## config.mk

```make
export PLATFORM = sky130hd
export DESIGN_NAME = hram_txn_arbiter_flat
export DESIGN_NICKNAME = d
export VERILOG_FILES = /design/src/rtl/hram_pkg.sv /design/src/rtl/hram_txn_arbiter_if.sv /design/src/rtl/hram_txn_arbiter_rr.sv /design/src/rtl/hram_txn_arbiter.sv /design/src/flat_wrapper.sv
export SDC_FILE = /design/constraint.sdc
export NUM_CORES = 1
export LEC_CHECK = 0
export CAP_MARGIN = 20
export CORE_UTILIZATION = 36
export CTS_CLUSTER_DIAMETER = 80
export CTS_CLUSTER_SIZE = 30
export DETAILED_ROUTE_END_ITERATION = 7
export PLACE_DENSITY = 0.82
export SLEW_MARGIN = 20
export SYNTH_ARGS = -nofsm -noshare
export SYNTH_HDL_FRONTEND = slang
export SYNTH_SLANG_ARGS = --single-unit
export TNS_END_PERCENT = 50
```

## constraint.sdc

```tcl
create_clock -name clk -period 2.5 [get_ports clk]
set_input_delay 0.5 -clock clk [delete_from_list [all_inputs] [get_ports clk]]
set_output_delay 0.5 -clock clk [all_outputs]
set_load 0.005 [all_outputs]
```

## src/rtl/hram_pkg.sv

```systemverilog
// Shared types and the command/address builder for the HyperRAM transaction arbiter.
package hram_pkg;

  typedef enum logic [1:0] {
    RDREG = 2'd0,
    WRREG = 2'd1,
    RDMEM = 2'd2,
    WRMEM = 2'd3
  } txn_type_e;

  localparam int CA_RW = 47;
  localparam int CA_AS = 46;
  localparam int CA_BT = 45;

  // addr is a zero-extended word address; bits [15:3] of the CA word stay reserved.
  function automatic logic [47:0] build_ca(input logic write, input logic is_reg,
                                           input logic linear, input logic [31:0] addr);
    logic [47:0] ca;
    ca        = '0;
    ca[CA_RW] = ~write;
    ca[CA_AS] = is_reg;
    ca[CA_BT] = is_reg ? 1'b0 : linear;
    ca[44:16] = addr[31:3];
    ca[2:0]   = addr[2:0];
    return ca;
  endfunction

endpackage

```

## src/rtl/hram_txn_arbiter_if.sv

```systemverilog
// Requester and engine-side bundle of the HyperRAM transaction arbiter.
interface hram_txn_arbiter_if #(
  parameter int NREQ = 3,
  parameter int AW   = 32
);
  localparam int GW = (NREQ > 1) ? $clog2(NREQ) : 1;

  logic [NREQ-1:0]    req_valid;
  logic [NREQ-1:0]    req_ready;
  logic [NREQ-1:0]    req_write;
  logic [NREQ-1:0]    req_reg;
  logic [NREQ*AW-1:0] req_addr;
  logic [NREQ-1:0]    req_done;
  logic [NREQ-1:0]    req_err;
  logic [3:0]         eng_start;
  logic [3:0]         eng_end;
  logic [47:0]        casig;
  logic [GW-1:0]      grant_id;
  logic               busy;

  modport master (
    output req_valid, req_write, req_reg, req_addr, eng_end,
    input  req_ready, req_done, req_err, eng_start, casig, grant_id, busy
  );

  modport slave (
    input  req_valid, req_write, req_reg, req_addr, eng_end,
    output req_ready, req_done, req_err, eng_start, casig, grant_id, busy
  );
endinterface

```

## src/rtl/hram_txn_arbiter_rr.sv

```systemverilog
// Combinational round-robin pick: first requester above last_grant, wrapping modulo NREQ.
module rr_arbiter #(
  parameter int NREQ = 3,
  localparam int GW  = (NREQ > 1) ? $clog2(NREQ) : 1
) (
  input  logic [NREQ-1:0] req,
  input  logic [GW-1:0]   last_grant,
  output logic [NREQ-1:0] gnt,
  output logic [GW-1:0]   gnt_idx,
  output logic            gnt_any
);

  int            idx;
  logic [GW-1:0] sel;

  always_comb begin
    gnt     = '0;
    gnt_idx = '0;
    gnt_any = 1'b0;
    idx     = 0;
    sel     = '0;
    for (int k = 1; k <= NREQ; k++) begin
      idx = int'(last_grant) + k;
      if (idx >= NREQ) idx = idx - NREQ;
      sel = GW'(idx);
      if (!gnt_any && req[sel]) begin
        gnt_any  = 1'b1;
        gnt_idx  = sel;
        gnt[sel] = 1'b1;
      end
    end
  end

endmodule

```

## src/rtl/hram_txn_arbiter.sv

```systemverilog
// Round-robin front end for the four HyperRAM engines with CS# recovery gap.
// Define HRAM_ARB_WATCHDOG_EN to add the ISSUE watchdog, ABORT state and wd_fired port.
module hram_txn_arbiter
  import hram_pkg::*;
#(
  parameter int NREQ       = 3,
  parameter int AW         = 32,
  parameter int TRWR       = 4,
  parameter int MEM_LINEAR = 1,
  parameter int TIMEOUT    = 4096
) (
  input  logic              clk,
  input  logic              rst_n,
  hram_txn_arbiter_if.slave bus
`ifdef HRAM_ARB_WATCHDOG_EN
  ,
  output logic              wd_fired
`endif
);

  localparam int GW = (NREQ > 1) ? $clog2(NREQ) : 1;
  localparam int CW = (TRWR > 1) ? $clog2(TRWR + 1) : 1;

`ifdef HRAM_ARB_WATCHDOG_EN
  typedef enum logic [1:0] {IDLE, ISSUE, RECOVER, ABORT} state_e;
  localparam int WW = $clog2(TIMEOUT + 1);
`else
  typedef enum logic [1:0] {IDLE, ISSUE, RECOVER} state_e;
`endif

  state_e          state_q, state_d;
  txn_type_e       type_q, type_d;
  logic [GW-1:0]   grant_q, grant_d;
  logic [GW-1:0]   last_q, last_d;
  logic [47:0]     ca_q, ca_d;
  logic [CW-1:0]   cnt_q, cnt_d;
  logic [3:0]      start_q, start_d;
  logic [NREQ-1:0] done_q, done_d;

  logic [NREQ-1:0] arb_gnt;
  logic [GW-1:0]   arb_idx;
  logic            arb_any;
  logic [31:0]     addr_sel;

`ifdef HRAM_ARB_WATCHDOG_EN
  logic [WW-1:0]   wd_q;
  logic [NREQ-1:0] err_q, err_d;
  logic            wd_fired_q;
`endif

  rr_arbiter #(.NREQ(NREQ)) u_rr (
    .req       (bus.req_valid),
    .last_grant(last_q),
    .gnt       (arb_gnt),
    .gnt_idx   (arb_idx),
    .gnt_any   (arb_any)
  );

  always_comb begin
    addr_sel         = '0;
    addr_sel[AW-1:0] = bus.req_addr[arb_idx*AW +: AW];
  end

  always_comb begin
    state_d       = state_q;
    type_d        = type_q;
    grant_d       = grant_q;
    last_d        = last_q;
    ca_d          = ca_q;
    cnt_d         = cnt_q;
    start_d       = start_q;
    done_d        = '0;
    bus.req_ready = '0;
`ifdef HRAM_ARB_WATCHDOG_EN
    err_d         = '0;
`endif
    case (state_q)
      IDLE: begin
        bus.req_ready = arb_gnt;
        // ready is the arbiter grant, so any grant is a completed handshake
        if (arb_any) begin
          type_d  = txn_type_e'({~bus.req_reg[arb_idx], bus.req_write[arb_idx]});
          grant_d = arb_idx;
          last_d  = arb_idx;
          ca_d    = build_ca(bus.req_write[arb_idx], bus.req_reg[arb_idx],
                             (MEM_LINEAR != 0), addr_sel);
          start_d = 4'b0001 << type_d;
          state_d = ISSUE;
        end
      end
      ISSUE: begin
        if (bus.eng_end[type_q]) begin
          start_d = '0;
          done_d  = NREQ'(1) << grant_q;
          if (TRWR == 0) begin
            state_d = IDLE;
          end else begin
            state_d = RECOVER;
            cnt_d   = CW'(TRWR);
          end
        end
`ifdef HRAM_ARB_WATCHDOG_EN
        else if (wd_q == WW'(TIMEOUT - 1)) begin
          start_d = '0;
          err_d   = NREQ'(1) << grant_q;
          state_d = ABORT;
        end
`endif
      end
      RECOVER: begin
        if (cnt_q <= CW'(1)) state_d = IDLE;
        else                 cnt_d   = cnt_q - CW'(1);
      end
`ifdef HRAM_ARB_WATCHDOG_EN
      ABORT: begin
        if (TRWR == 0) begin
          state_d = IDLE;
        end else begin
          state_d = RECOVER;
          cnt_d   = CW'(TRWR);
        end
      end
`endif
      default: state_d = IDLE;
    endcase
  end

  // State register: casig and grant_id are cleared by reset, so data is reset too
  always_ff @(posedge clk or negedge rst_n) begin
    if (!rst_n) begin
      state_q <= IDLE;
      type_q  <= RDREG;
      grant_q <= '0;
      last_q  <= GW'(NREQ - 1);
      ca_q    <= '0;
      cnt_q   <= '0;
      start_q <= '0;
      done_q  <= '0;
    end else begin
      state_q <= state_d;
      type_q  <= type_d;
      grant_q <= grant_d;
      last_q  <= last_d;
      ca_q    <= ca_d;
      cnt_q   <= cnt_d;
      start_q <= start_d;
      done_q  <= done_d;
    end
  end

`ifdef HRAM_ARB_WATCHDOG_EN
  always_ff @(posedge clk or negedge rst_n) begin
    if (!rst_n) begin
      wd_q       <= '0;
      err_q      <= '0;
      wd_fired_q <= 1'b0;
    end else begin
      wd_q  <= (state_q == ISSUE) ? wd_q + WW'(1) : '0;
      err_q <= err_d;
      if (state_d == ABORT) wd_fired_q <= 1'b1;
    end
  end

  assign bus.req_err = err_q;
  assign wd_fired    = wd_fired_q;
`else
  assign bus.req_err = '0;
`endif

  assign bus.eng_start = start_q;
  assign bus.req_done  = done_q;
  assign bus.casig     = ca_q;
  assign bus.grant_id  = grant_q;
  assign bus.busy      = (state_q != IDLE);

endmodule

```

## src/flat_wrapper.sv

```systemverilog
// flat-port wrapper written by rule: the top's interface ports become plain ports
module hram_txn_arbiter_flat import hram_pkg::*;
#(
  parameter int NREQ       = 3,
  parameter int AW         = 32,
  parameter int TRWR       = 4,
  parameter int MEM_LINEAR = 1,
  parameter int TIMEOUT    = 4096
)
  (clk, rst_n, bus_req_valid, bus_req_write, bus_req_reg, bus_req_addr, bus_eng_end, bus_req_ready, bus_req_done, bus_req_err, bus_eng_start, bus_casig, bus_grant_id, bus_busy);
  hram_txn_arbiter_if #(.NREQ(NREQ), .AW(AW)) bus_i ();
  input  logic clk;
  input  logic rst_n;
  input wire logic [$bits(bus_i.req_valid)-1:0] bus_req_valid;
  input wire logic [$bits(bus_i.req_write)-1:0] bus_req_write;
  input wire logic [$bits(bus_i.req_reg)-1:0] bus_req_reg;
  input wire logic [$bits(bus_i.req_addr)-1:0] bus_req_addr;
  input wire logic [$bits(bus_i.eng_end)-1:0] bus_eng_end;
  output wire logic [$bits(bus_i.req_ready)-1:0] bus_req_ready;
  output wire logic [$bits(bus_i.req_done)-1:0] bus_req_done;
  output wire logic [$bits(bus_i.req_err)-1:0] bus_req_err;
  output wire logic [$bits(bus_i.eng_start)-1:0] bus_eng_start;
  output wire logic [$bits(bus_i.casig)-1:0] bus_casig;
  output wire logic [$bits(bus_i.grant_id)-1:0] bus_grant_id;
  output wire logic [$bits(bus_i.busy)-1:0] bus_busy;
  assign bus_i.req_valid = bus_req_valid;
  assign bus_i.req_write = bus_req_write;
  assign bus_i.req_reg = bus_req_reg;
  assign bus_i.req_addr = bus_req_addr;
  assign bus_i.eng_end = bus_eng_end;
  assign bus_req_ready = bus_i.req_ready;
  assign bus_req_done = bus_i.req_done;
  assign bus_req_err = bus_i.req_err;
  assign bus_eng_start = bus_i.eng_start;
  assign bus_casig = bus_i.casig;
  assign bus_grant_id = bus_i.grant_id;
  assign bus_busy = bus_i.busy;
  hram_txn_arbiter #(.NREQ(NREQ), .AW(AW), .TRWR(TRWR), .MEM_LINEAR(MEM_LINEAR), .TIMEOUT(TIMEOUT)) u_core (.clk(clk), .rst_n(rst_n), .bus(bus_i));
endmodule
```

# Yosys cells after proc, flatten, opt, wreduce, memory -nomap -nowiden
# Index checks and enable logic that the tools add are counted.
# W data, S select, Z words.
dict set report totals {
  register_bits 53
  latchBits 0
  mem_bits_rw 0
  mem_bits_ro 0
  in_bits 111
  out_inout_bits 64
  elab_cells 99
  n_memories 0
}
dict set report classes {
  n_addsub 7
  multipliers 0
  div_mod_pow 0
  n_lt_le_gt_ge 12
  n_eq_ne 6
  shift 3
  n_mux 44
  n_bitwise 4
  reduce_logical 15
}
# op n
set op_table {}
lappend op_table {{$shiftx A96 B8 Y32} 1}
lappend op_table {{$mux W3} 8}
lappend op_table {{$mux W2} 9}
lappend op_table {{$lt A2 B3 Y1 const B} 5}
lappend op_table {{$mux W1} 13}
lappend op_table {{$bmux W1 S2} 6}
lappend op_table {{$ge A3 B2 Y1 const B} 3}
lappend op_table {{$reduce_and A3 Y1} 3}
lappend op_table {{$mux W4} 2}
lappend op_table {{$pmux W4 S2} 1}
lappend op_table {{$add A2 B2 Y3 const B} 2}
lappend op_table {{$demux W1 S2} 3}
lappend op_table {{$ge A2 B1 Y1 const B} 3}
lappend op_table {{$ne A2 B1 Y1 const B} 3}
lappend op_table {{$or A3 B3 Y3} 2}
lappend op_table {{$pmux W2 S3} 1}
lappend op_table {{$pmux W3 S2} 1}
lappend op_table {{$reduce_bool A2 Y1} 3}
lappend op_table {{$sub A2 B2 Y2 const B} 3}
lappend op_table {{$logic_and A1 B1 Y1} 5}
lappend op_table {{$shl A1 B2 Y4 const A} 1}
lappend op_table {{$add A2 B1 Y3 const B} 1}
lappend op_table {{$le A3 B1 Y1 const B} 1}
lappend op_table {{$shl A1 B2 Y3 const A} 1}
lappend op_table {{other kinds (8)} 10}

# Longest topological paths before layout
# Gate-level depths: netlist (run 1).
dict set report logic_depth {
  depth_word 18
  mapped_depth 12
  depth_no_buf 9
}

# Modules after synthesis
# Synthesis (run 1) repeated with hierarchy kept, for this count alone.
dict set report hier_totals {
  hier_cells 333
  area_unflattened_um2 3180.6
}
# module n_inst cells_per_inst area_each_um2 seq_area_each_um2
set modules_own_cells {}
lappend modules_own_cells {hram_txn_arbiter 1 286 2827.7 1277.5}
lappend modules_own_cells {rr_arbiter 1 47 352.8 0.0}

# Least setup slack after synthesis (run 1)
# OpenSTA, ideal clock, no wires.
dict set report synth_path {
  kind {flip-flop to flip-flop}
  startpoint {reg u_core.last_q[0]}
  endpoint {reg u_core.ca_q[47] (netlist: u_core.bus.casig[47])}
  setup_ns 0.125
  arrival_ns 2.489
  t_required_ns 2.375
  setup_slack_ns -0.114
  stages_incl_launch_ff 12
  n_path_buf 2
  synth_period_minus_slack_ns 2.614
  cell_sequence {dfrtp_1 buf_2 inv_1 ha_1 nor3b_2 a21oi_2 nand2b_1 nand4_1 buf_4 a21oi_1 a31o_1 mux2_2}
}
dict set report synth_between {
  elab_chain_len 15
  elab_cells_between_ends 32
  cone_classes {6 x add/sub; 3 x order compare; 17 x mux; 1 x bitwise; 5 x reduce/logical}
}
# item line
set synth_rtl {}
lappend synth_rtl {{start: declaration} hram_txn_arbiter.sv:34} ;# logic [GW-1:0] last_q, last_d;
lappend synth_rtl {{start signal: assignment} hram_txn_arbiter.sv:134} ;# last_q <= GW'(NREQ - 1);
lappend synth_rtl {{start signal: assignment} hram_txn_arbiter.sv:143} ;# last_q <= last_d;
lappend synth_rtl {{$add A2 B1 Y3} hram_txn_arbiter_rr.sv:23} ;# idx = int'(last_grant) + k;
lappend synth_rtl {{$ge A3 B2 Y1 / $sub A2 B2 Y2 (equally long branches)} hram_txn_arbiter_rr.sv:24} ;# if (idx >= NREQ) idx = idx - NREQ;
lappend synth_rtl {{$mux W2} hram_txn_arbiter_rr.sv:24}
lappend synth_rtl {{$bmux W1 S2} hram_txn_arbiter_rr.sv:26} ;# if (!gnt_any && req[sel]) begin
lappend synth_rtl {{$mux W1 (implied by the code)} hram_txn_arbiter_rr.sv:26}
lappend synth_rtl {{$mux W1} hram_txn_arbiter_rr.sv:26}
lappend synth_rtl {{$logic_not A1 Y1} hram_txn_arbiter_rr.sv:26}
lappend synth_rtl {{$logic_and A1 B1 Y1} hram_txn_arbiter_rr.sv:26}
lappend synth_rtl {{$mux W1} hram_txn_arbiter_rr.sv:26}
lappend synth_rtl {{$logic_not A1 Y1} hram_txn_arbiter_rr.sv:26}
lappend synth_rtl {{$logic_and A1 B1 Y1} hram_txn_arbiter_rr.sv:26}
lappend synth_rtl {{$mux W2} hram_txn_arbiter_rr.sv:26}
lappend synth_rtl {{$bmux W1 S2} hram_txn_arbiter.sv:85} ;# ca_d = build_ca(bus.req_write[arb_idx], bus.req_reg[arb_idx],
lappend synth_rtl {{$mux W1 (implied by the code)} hram_txn_arbiter.sv:85}
lappend synth_rtl {{$not A1 Y1} hram_pkg.sv:20} ;# ca[CA_RW] = ~write;
lappend synth_rtl {{end signal: assignment} hram_txn_arbiter.sv:135} ;# ca_q <= '0;
lappend synth_rtl {{end signal: assignment} hram_txn_arbiter.sv:144} ;# ca_q <= ca_d;
lappend synth_rtl {{end: declaration} hram_txn_arbiter.sv:35} ;# logic [47:0] ca_q, ca_d;
# Parallel ways exist; a longest one is shown, timed or not. The select of a mux whose other input is x is not followed.
# A chain may end at the register's enable or synchronous reset.

# Worst setup path in the final report (run 1)
dict set report layout_path {
  startpoint {reg u_core.last_q[1]}
  endpoint {out bus_req_ready[1]}
}
dict set report layout_between {
  elab_chain_len 13
  elab_cells_between_ends 45
  cone_classes {6 x add/sub; 9 x order compare; 21 x mux; 2 x bitwise; 7 x reduce/logical}
}
# item line
set layout_rtl {}
lappend layout_rtl {{$add A2 B1 Y3} hram_txn_arbiter_rr.sv:23}
lappend layout_rtl {{$ge A3 B2 Y1 / $sub A2 B2 Y2 (equally long branches)} hram_txn_arbiter_rr.sv:24}
lappend layout_rtl {{$mux W2} hram_txn_arbiter_rr.sv:24}
lappend layout_rtl {{$lt A2 B3 Y1 (implied by the code), or another cell as far along} hram_txn_arbiter_rr.sv:29} ;# gnt[sel] = 1'b1;
lappend layout_rtl {{$logic_and A1 B1 Y1 (implied by the code) / $mux W1 (equally long branches)} {hram_txn_arbiter_rr.sv:29, hram_txn_arbiter_rr.sv:26}}
lappend layout_rtl {{$mux W1 (on tied branches)} {hram_txn_arbiter_rr.sv:29, hram_txn_arbiter_rr.sv:26}}
lappend layout_rtl {{$demux W1 S2 / $logic_not A1 Y1 (equally long branches)} {hram_txn_arbiter_rr.sv:29, hram_txn_arbiter_rr.sv:26}}
lappend layout_rtl {{$mux W3 / $logic_and A1 B1 Y1 (equally long branches)} hram_txn_arbiter_rr.sv:26}
lappend layout_rtl {{$or A3 B3 Y3 (no line) / $mux W1 (equally long branches)} -}
lappend layout_rtl {{$mux W3 / $logic_not A1 Y1 (equally long branches)} hram_txn_arbiter_rr.sv:26}
lappend layout_rtl {{$or A3 B3 Y3 (no line) / $logic_and A1 B1 Y1 (equally long branches)} -}
lappend layout_rtl {{$mux W3 *} hram_txn_arbiter_rr.sv:26}
lappend layout_rtl {{$mux W3 *} hram_txn_arbiter.sv:77} ;# case (state_q)
lappend layout_rtl {{end: declaration} flat_wrapper.sv:19} ;# output wire logic [$bits(bus_i.req_ready)-1:0] bus_req_ready;
# Mark *: on every way between the ends. The rest lies on a longest branch, timed or not. The select of a mux whose other input is x is not followed.

==> impl_metrics.tcl, run 1 <==
set metrics [dict create \
    outcome "finished, violations left" \
    violations "negative setup slack" \
    yosys.area.top_type "dfrtp_1" \
    comb_power_share_pct 80.9 \
    synth_cell_types 45 \
    cts.sinks 51 \
    avgSynthCellArea_um2 9.64 \
    synth_commonest_cells "50 x dfrtp_1, 40 x nor2_1, 34 x a21o_1, 34 x mux2i_1, 32 x a211oi_1" \
    io-pin-count 175 \
    grt_max_degree 34 \
    path_delay_family "flip-flops" \
    grt_antenna_before_repair 0 \
    yosysSeqAreaShare_pct 38.9 \
    cts_tree "built" \
    yosysTopAreaCellShare_pct 38.1 \
    yosys-top-cells-area "dfrtp_1 38%, mux2i_1 10%, a21o_1 7.8%" \
    max_cap_viol_count 0 \
    ctsHtreeMaxLevel 2 \
    fin_util_pct 73.2 \
    yosysMostFrequentCell "dfrtp_1" \
    postSynthCellCount 341 \
    area_delta_synth_final_pct 95.2 \
    fmax_ghz 0.355 \
    end_kind "primary output" \
    clockRootBuffer "clkbuf_8" \
    slew_headroom_pct 57.1 \
    setup_viol 47 \
    numCtsBuffers 5 \
    path_class "flip-flop to primary output" \
    wl_mm 12.5 \
    crit_arrival_ns 2.32 \
    die_h_um 97.5 \
    dieWidth_um 97.5 \
    worstSetupStartpointType "flip-flop" \
    tns_ns -10.33 \
    cts.clk_slew.worst_paths_ns 0.10 \
    fillers 584 \
    min_path_type "primary input to asynchronous set/reset pin" \
    period_share_pct 113 \
    ctsHoldBuffers 0 \
    syn_area_um2 3290 \
    die_area_um2 9510 \
    finClkSkew_ns 0.00951 \
    p_seq_share_pct 13.1 \
    firstDrtPassIters 4 \
    crit_buf_inv 5 \
    drive_above_1_share_pct 33.2 \
    netSwitchingPower_uw 4660 \
    wl_per_cell_um 18.5 \
    grt_first_pass_wirelength_mm 18.3 \
    synthFlopType "dfrtp_1" \
    internal_power_uw 6820 \
    required_ns 2.00 \
    n_antenna_cell 0 \
    hold_viol_final 0 \
    vdd_ir_drop_max_mv 0.810 \
    clkPwrFrac_pct 6.0 \
    vias 3549 \
    ant_nets 0 \
    grt_use_total_pct 24.0 \
    leakage_uw 0.00289 \
    cp_cell_sequence "inv_2 -> ha_4 -> buf_6 -> buf_6 -> a21o_1 -> nor2_2 -> buf_4 -> a22o_1 -> a21oi_2 -> nor2_1 -> buf_2" \
    dp_hpwl_mm 7.48 \
    max_slew.worst_pin.slew_ns 0.643 \
    rsz0062_at_grt "true" \
    drc 0 \
    vias_per_cell 5.27 \
    slew_viol_final 0 \
    grt_pass1_vias 3843 \
    pwr_density_cell_nw_per_um2 1790 \
    crit_fanout 5 \
    cts_buffer_depth 2 \
    path_common_cell "buf_6" \
    first_iter_violations 113 \
    port_buffers 158 \
    initial_core_util_pct 37.5 \
    max_stage_delay_ns 0.56 \
    synth_edf_count 0 \
    fin_nets 688 \
    clk_latency_ns 0.31 \
    fin_ws_ns -0.315 \
    ys_warn_count 0 \
    gp_congestion 0.846 \
    worst_path_max_delay_cell "dfstp_2" \
    synth-seq-cells 51 \
    grt_overflow 0 \
    period_needed_ns 2.82 \
    async_reset_ff_share_pct 100 \
    num_rows 34 \
    swShare_pct 40.6 \
    design.core.area_um2 8760 \
]
[state kept, by name (all words and copies together) (netlist names)]
signal / flops
u_core.state_q: 2
u_core.bus.grant_id: 1
u_core.last_q: 2
u_core.type_q: 1
u_core.bus.casig: 35
u_core.bus.req_done: 3
u_core.bus.eng_start: 4
u_core.cnt_q: 3
[power by group through the flow]
stage	registers, uW	logic (uW)	clock network (uW)
finish	1500	9290	683
global route	1550	9840	722
CTS	1500	7780	686
detailed placement	1510	5930	0
global placement	1480	5750	0
floorplan	1500	3460	0
[final cells by class]
type                            instances  area, um^2  area share, %
Clock buffer                            6        72.6           1.13
Multi-Input combinational cell        258        2290           35.7
Inverter                                8        30.0          0.468
Timing Repair Buffer                  241        2550           39.7
Sequential cell                        51        1280           19.9
Tap cell                              108         135           2.11
Clock inverter                          2        60.1          0.937
[logic make-up (layout without fill, tap and decap cells)]
family	Yosys count	in the layout	synth area share [%]
and+or+nand+nor	86	86	12.1
DFF	51	51	38.9
AOI/OAI and AO/OA	102	103	22.6
buffers and inverters	48	257	8.57
muxes	41	41	13.2
adders and majority gates	12	12	4.57
other	1	16	0.114
[per-layer routing]
metal	GRT usage [%]	wire, um
met2	47.0	7020
met1	24.6	4480
met3	4.60	596
met5	0	0
met4	9.62	355
[through the flow]
step / instance area [um^2] / hold WS [ns] / setup WS, ns / instances / power [uW]
global placement: 5280 / 0.458 / -0.435 / 631 / 7240
finish: 6410 / 0.207 / -0.315 / 674 / 11500
CTS: 5960 / 0.221 / -0.250 / 668 / 9960
floorplan: 3360 / 0.204 / -0.00266 / 356 / 4960
global route: 6410 / 0.250 / -0.422 / 674 / 12100
detailed placement: 5280 / 0.467 / -0.495 / 631 / 7440
[what timing repair did]
action,4_1_cts,5_1_grt
buffers inserted,25,8
gates resized for setup,59,93
endpoints found under the setup margin,43,47
gates cloned,6,4
pin swaps,31,30
[worst paths after layout]
kind                                           start              endpoint  slack (ns)  depth (start not counted)
worst max-delay path                u_core.last_q[1]      bus_req_ready[1]       -0.32                         11
worst max register to register      u_core.last_q[1]  u_core.bus.casig[25]       -0.29                         13
worst min register to register  u_core.bus.casig[39]  u_core.bus.casig[39]        0.48                          1
worst min-delay path                           rst_n   u_core.bus.casig[0]        0.21                          1
max in group asynchronous                      rst_n      u_core.last_q[1]        1.65                          2
min in group clk                u_core.bus.casig[39]  u_core.bus.casig[39]        0.48                          1
[cells in the final DEF (no fill, tap or decap), drive strengths merged, types with 2 or more instances in the layout]
cell and count:
o311ai 2, o21ai 16, dfrtp 50, conb 16
o21a 2, and3 2, a21o 34, clkdlybuf4s50 154
nor3b 5, ha 12, nor3 3, nand3 6
a211oi 32, bufinv 2, a22o 2, mux2i 34
nand2 22, a21oi 6, and2 2, nand2b 3
clkbuf 10, buf 83, o2111ai 2, mux2 6
nor2 40, inv 8
No activity file was read; power rests on OpenSTA's default activity.
==> inputs of run 2 (changes only) <==
- ABC_AREA: unset -> 1
- CORE_UTILIZATION: 36 -> 37
==> impl_metrics.tcl, run 2 <==
set metrics [dict create \
    outcome "finished, violations left" \
    violations "negative setup slack" \
    fin_util_pct 62.8 \
    slew_viol_final 0 \
    dp_cells 787 \
    yosys.area.top_type "dfrtp_1" \
    synth_commonest_cells "176 x nand2_1, 66 x a21oi_1, 50 x dfrtp_1" \
    yosysSeqAreaShare_pct 36.3 \
    crit_arrival_ns 2.16 \
    cts_buffer_depth 2 \
    synth_cell_types 37 \
    ctsHtreeMaxLevel 2 \
    fmax_ghz 0.375 \
    path_common_cell "nand2_4" \
    grt_pass1_vias 3665 \
    postSynthCellCount 497 \
    worstSetupStartpointType "flip-flop" \
    regArea_um2 1280 \
    max_stage_delay_ns 0.55 \
    tns_ns -0.380 \
    vias 3881 \
    die_area_um2 9910 \
    fillers 798 \
    io-pin-count 175 \
    clockRootBuffer "clkbuf_8" \
    area_delta_synth_final_pct 64.8 \
    synthFlopType "dfrtp_1" \
    yosysTopAreaCellShare_pct 35.5 \
    port_buffers 158 \
    max_slew.worst_pin.slew_ns 0.605 \
    netSwitchingPower_uw 5390 \
    n_antenna_cell 0 \
    die_h_um 99.6 \
    fin_ws_ns -0.163 \
    grt_use_total_pct 21.7 \
    firstDrtPassIters 4 \
    ant_nets 0 \
    finClkSkew_ns 0.00764 \
    largest_reg_flops 35 \
    drc 0 \
    layout_commonest_cell "nand2_1" \
    comb_power_share_pct 81.1 \
    vias_per_cell 4.80 \
    required_ns 2.00 \
    busiest_layer "met2" \
    grt_max_degree 39 \
    drive_above_1_share_pct 18.1 \
    dp_hpwl_mm 8.22 \
    slew_headroom_pct 59.7 \
    hold_viol_final 0 \
    vdd_ir_drop_max_mv 0.970 \
    pwr_density_cell_nw_per_um2 1880 \
    period_share_pct 107 \
    crit_buf_inv 3 \
    path_class "flip-flop to primary output" \
    layoutNonFillerInstCount 809 \
    multi_input_area_um2 2060 \
    grt_use_met1_pct 25.6 \
    yosys-top-cells-area "dfrtp_1 36%, nand2_1 19%, a21oi_1 9.4%" \
    worst_path_max_delay_cell "dfstp_2" \
    initial_core_util_pct 38.1 \
    synth_edf_count 0 \
    wl_mm 11.5 \
    r2r-end "u_core.bus.eng_start[1]" \
    p_seq_share_pct 13.7 \
    clkPwrFrac_pct 5.2 \
    synth-seq-cells 51 \
    leakage_uw 0.00273 \
    min_path_type "primary input to asynchronous set/reset pin" \
    yosysMostFrequentCell "nand2_1" \
    cp_cell_sequence "inv_2 -> ha_4 -> buf_6 -> nand3_4 -> nand2_4 -> nand2_4 -> nor2_8 -> nand2_1 -> a21oi_2 -> buf_2" \
    num_rows 35 \
    r2r_slack_ns 0.05 \
    timing.rr.start "u_core.last_q[1]" \
    internal_power_uw 5510 \
    design.core.area_um2 9240 \
    grt_overflow 0 \
    grt_use_met2_pct 39.2 \
    setup_viol 3 \
    first_iter_violations 150 \
    max_cap_viol_count 0 \
    wl_per_cell_um 14.2 \
    rsz0062_at_grt "true" \
    gp_congestion 0.871 \
    crit_fanout 6 \
    layout.cells.most_common_list "162 x nand2_1, 154 x clkdlybuf4s50_1, 59 x a21oi_1" \
    grt_antenna_before_repair 0 \
    cts.sinks 51 \
    numCtsBuffers 5 \
    dieWidth_um 99.6 \
    path_delay_family "flip-flops" \
    grt_first_pass_wirelength_mm 17.2 \
    async_reset_ff_share_pct 100 \
    syn_area_um2 3520 \
    clk_latency_ns 0.30 \
    end_kind "primary output" \
    fin_nets 803 \
    cts.clk_slew.worst_paths_ns 0.09 \
    ys_warn_count 0 \
    place_ws_ns -0.511 \
    ctsHoldBuffers 0 \
    use_met3_pct 3.94 \
    avgSynthCellArea_um2 7.09 \
    reg2reg_depth 16 \
    cts_tree "built" \
    period_needed_ns 2.66 \
    swShare_pct 49.5 \
]
run 2: worst max path at each step:
| stage | from | end | slack [ns] | depth (start not counted) |
|---|---|---|---|---|
| 2_1_floorplan | u_core.last_q[0] | bus_req_ready[1] | 0.17 | 9 |
| 3_3_place_gp | u_core.last_q[1] | bus_req_ready[1] | -0.32 | 9 |
| 3_5_place_dp | u_core.last_q[1] | bus_req_ready[1] | -0.51 | 9 |
| 4_1_cts | u_core.last_q[1] | bus_req_ready[0] | -0.11 | 11 |
| 5_1_grt | u_core.last_q[1] | bus_req_ready[1] | -0.24 | 10 |
| 6_report | u_core.last_q[1] | bus_req_ready[1] | -0.16 | 10 |
run 2: power groups by stage:
stage | sequential (uW) | clock (uW) | combinational (uW)
after global placement | 1480 | 0 | 6780
after CTS | 1490 | 583 | 7210
final | 1490 | 562 | 8850
after detailed placement | 1500 | 0 | 6970
after floorplan | 1510 | 0 | 4800
after global routing | 1550 | 616 | 9660
run 2: final cells by class:
cell class / count / area share [%]
clock buffers: 5 / 1.19
repair inverters: 1 / 0.194
inverters: 35 / 2.72
well taps: 129 / 2.78
flip-flops and latches: 51 / 22.0
multi-input cells: 385 / 35.4
clock inverters: 2 / 0.647
repair buffers: 201 / 35.1
run 2: logic make-up (layout without fill, tap and decap cells):
| logic type | count (synthesis) | in the layout | share of synthesized area (%) |
|---|---|---|---|
| AOI/OAI and AO/OA | 90 | 90 | 13.6 |
| xor gates and xnor gates | 1 | 1 | 0.249 |
| adders and majority gates | 12 | 12 | 4.26 |
| buffers and inverters | 76 | 244 | 12.4 |
| DFF | 51 | 51 | 36.3 |
| other | 1 | 16 | 0.106 |
| and+or+nand+nor | 266 | 266 | 33.2 |
run 2: through the flow:
stage               total power (uW)  area (um^2)  hold WS [ns]
floorplan                       6310         3580         0.204
finish                         10900         5810         0.199
CTS                             9290         5480         0.216
detailed placement              8480         5290         0.483
global route                   11800         5810         0.228
global placement                8260         5290         0.470
run 2: metal layers:
metal / vias to the layer above / wire [um]
met2: 156 / 5980
met1: 1788 / 4540
met5: - / 0
met3: 23 / 680
met4: 0 / 281
li1: 1914 / -
run 2: timing repair:
action | in CTS | in global routing
gates cloned | 0 | 2
pin swaps | 15 | 12
resized for setup | 40 | 52
setup buffers | 1 | 12
endpoints found under the setup margin | 46 | 45
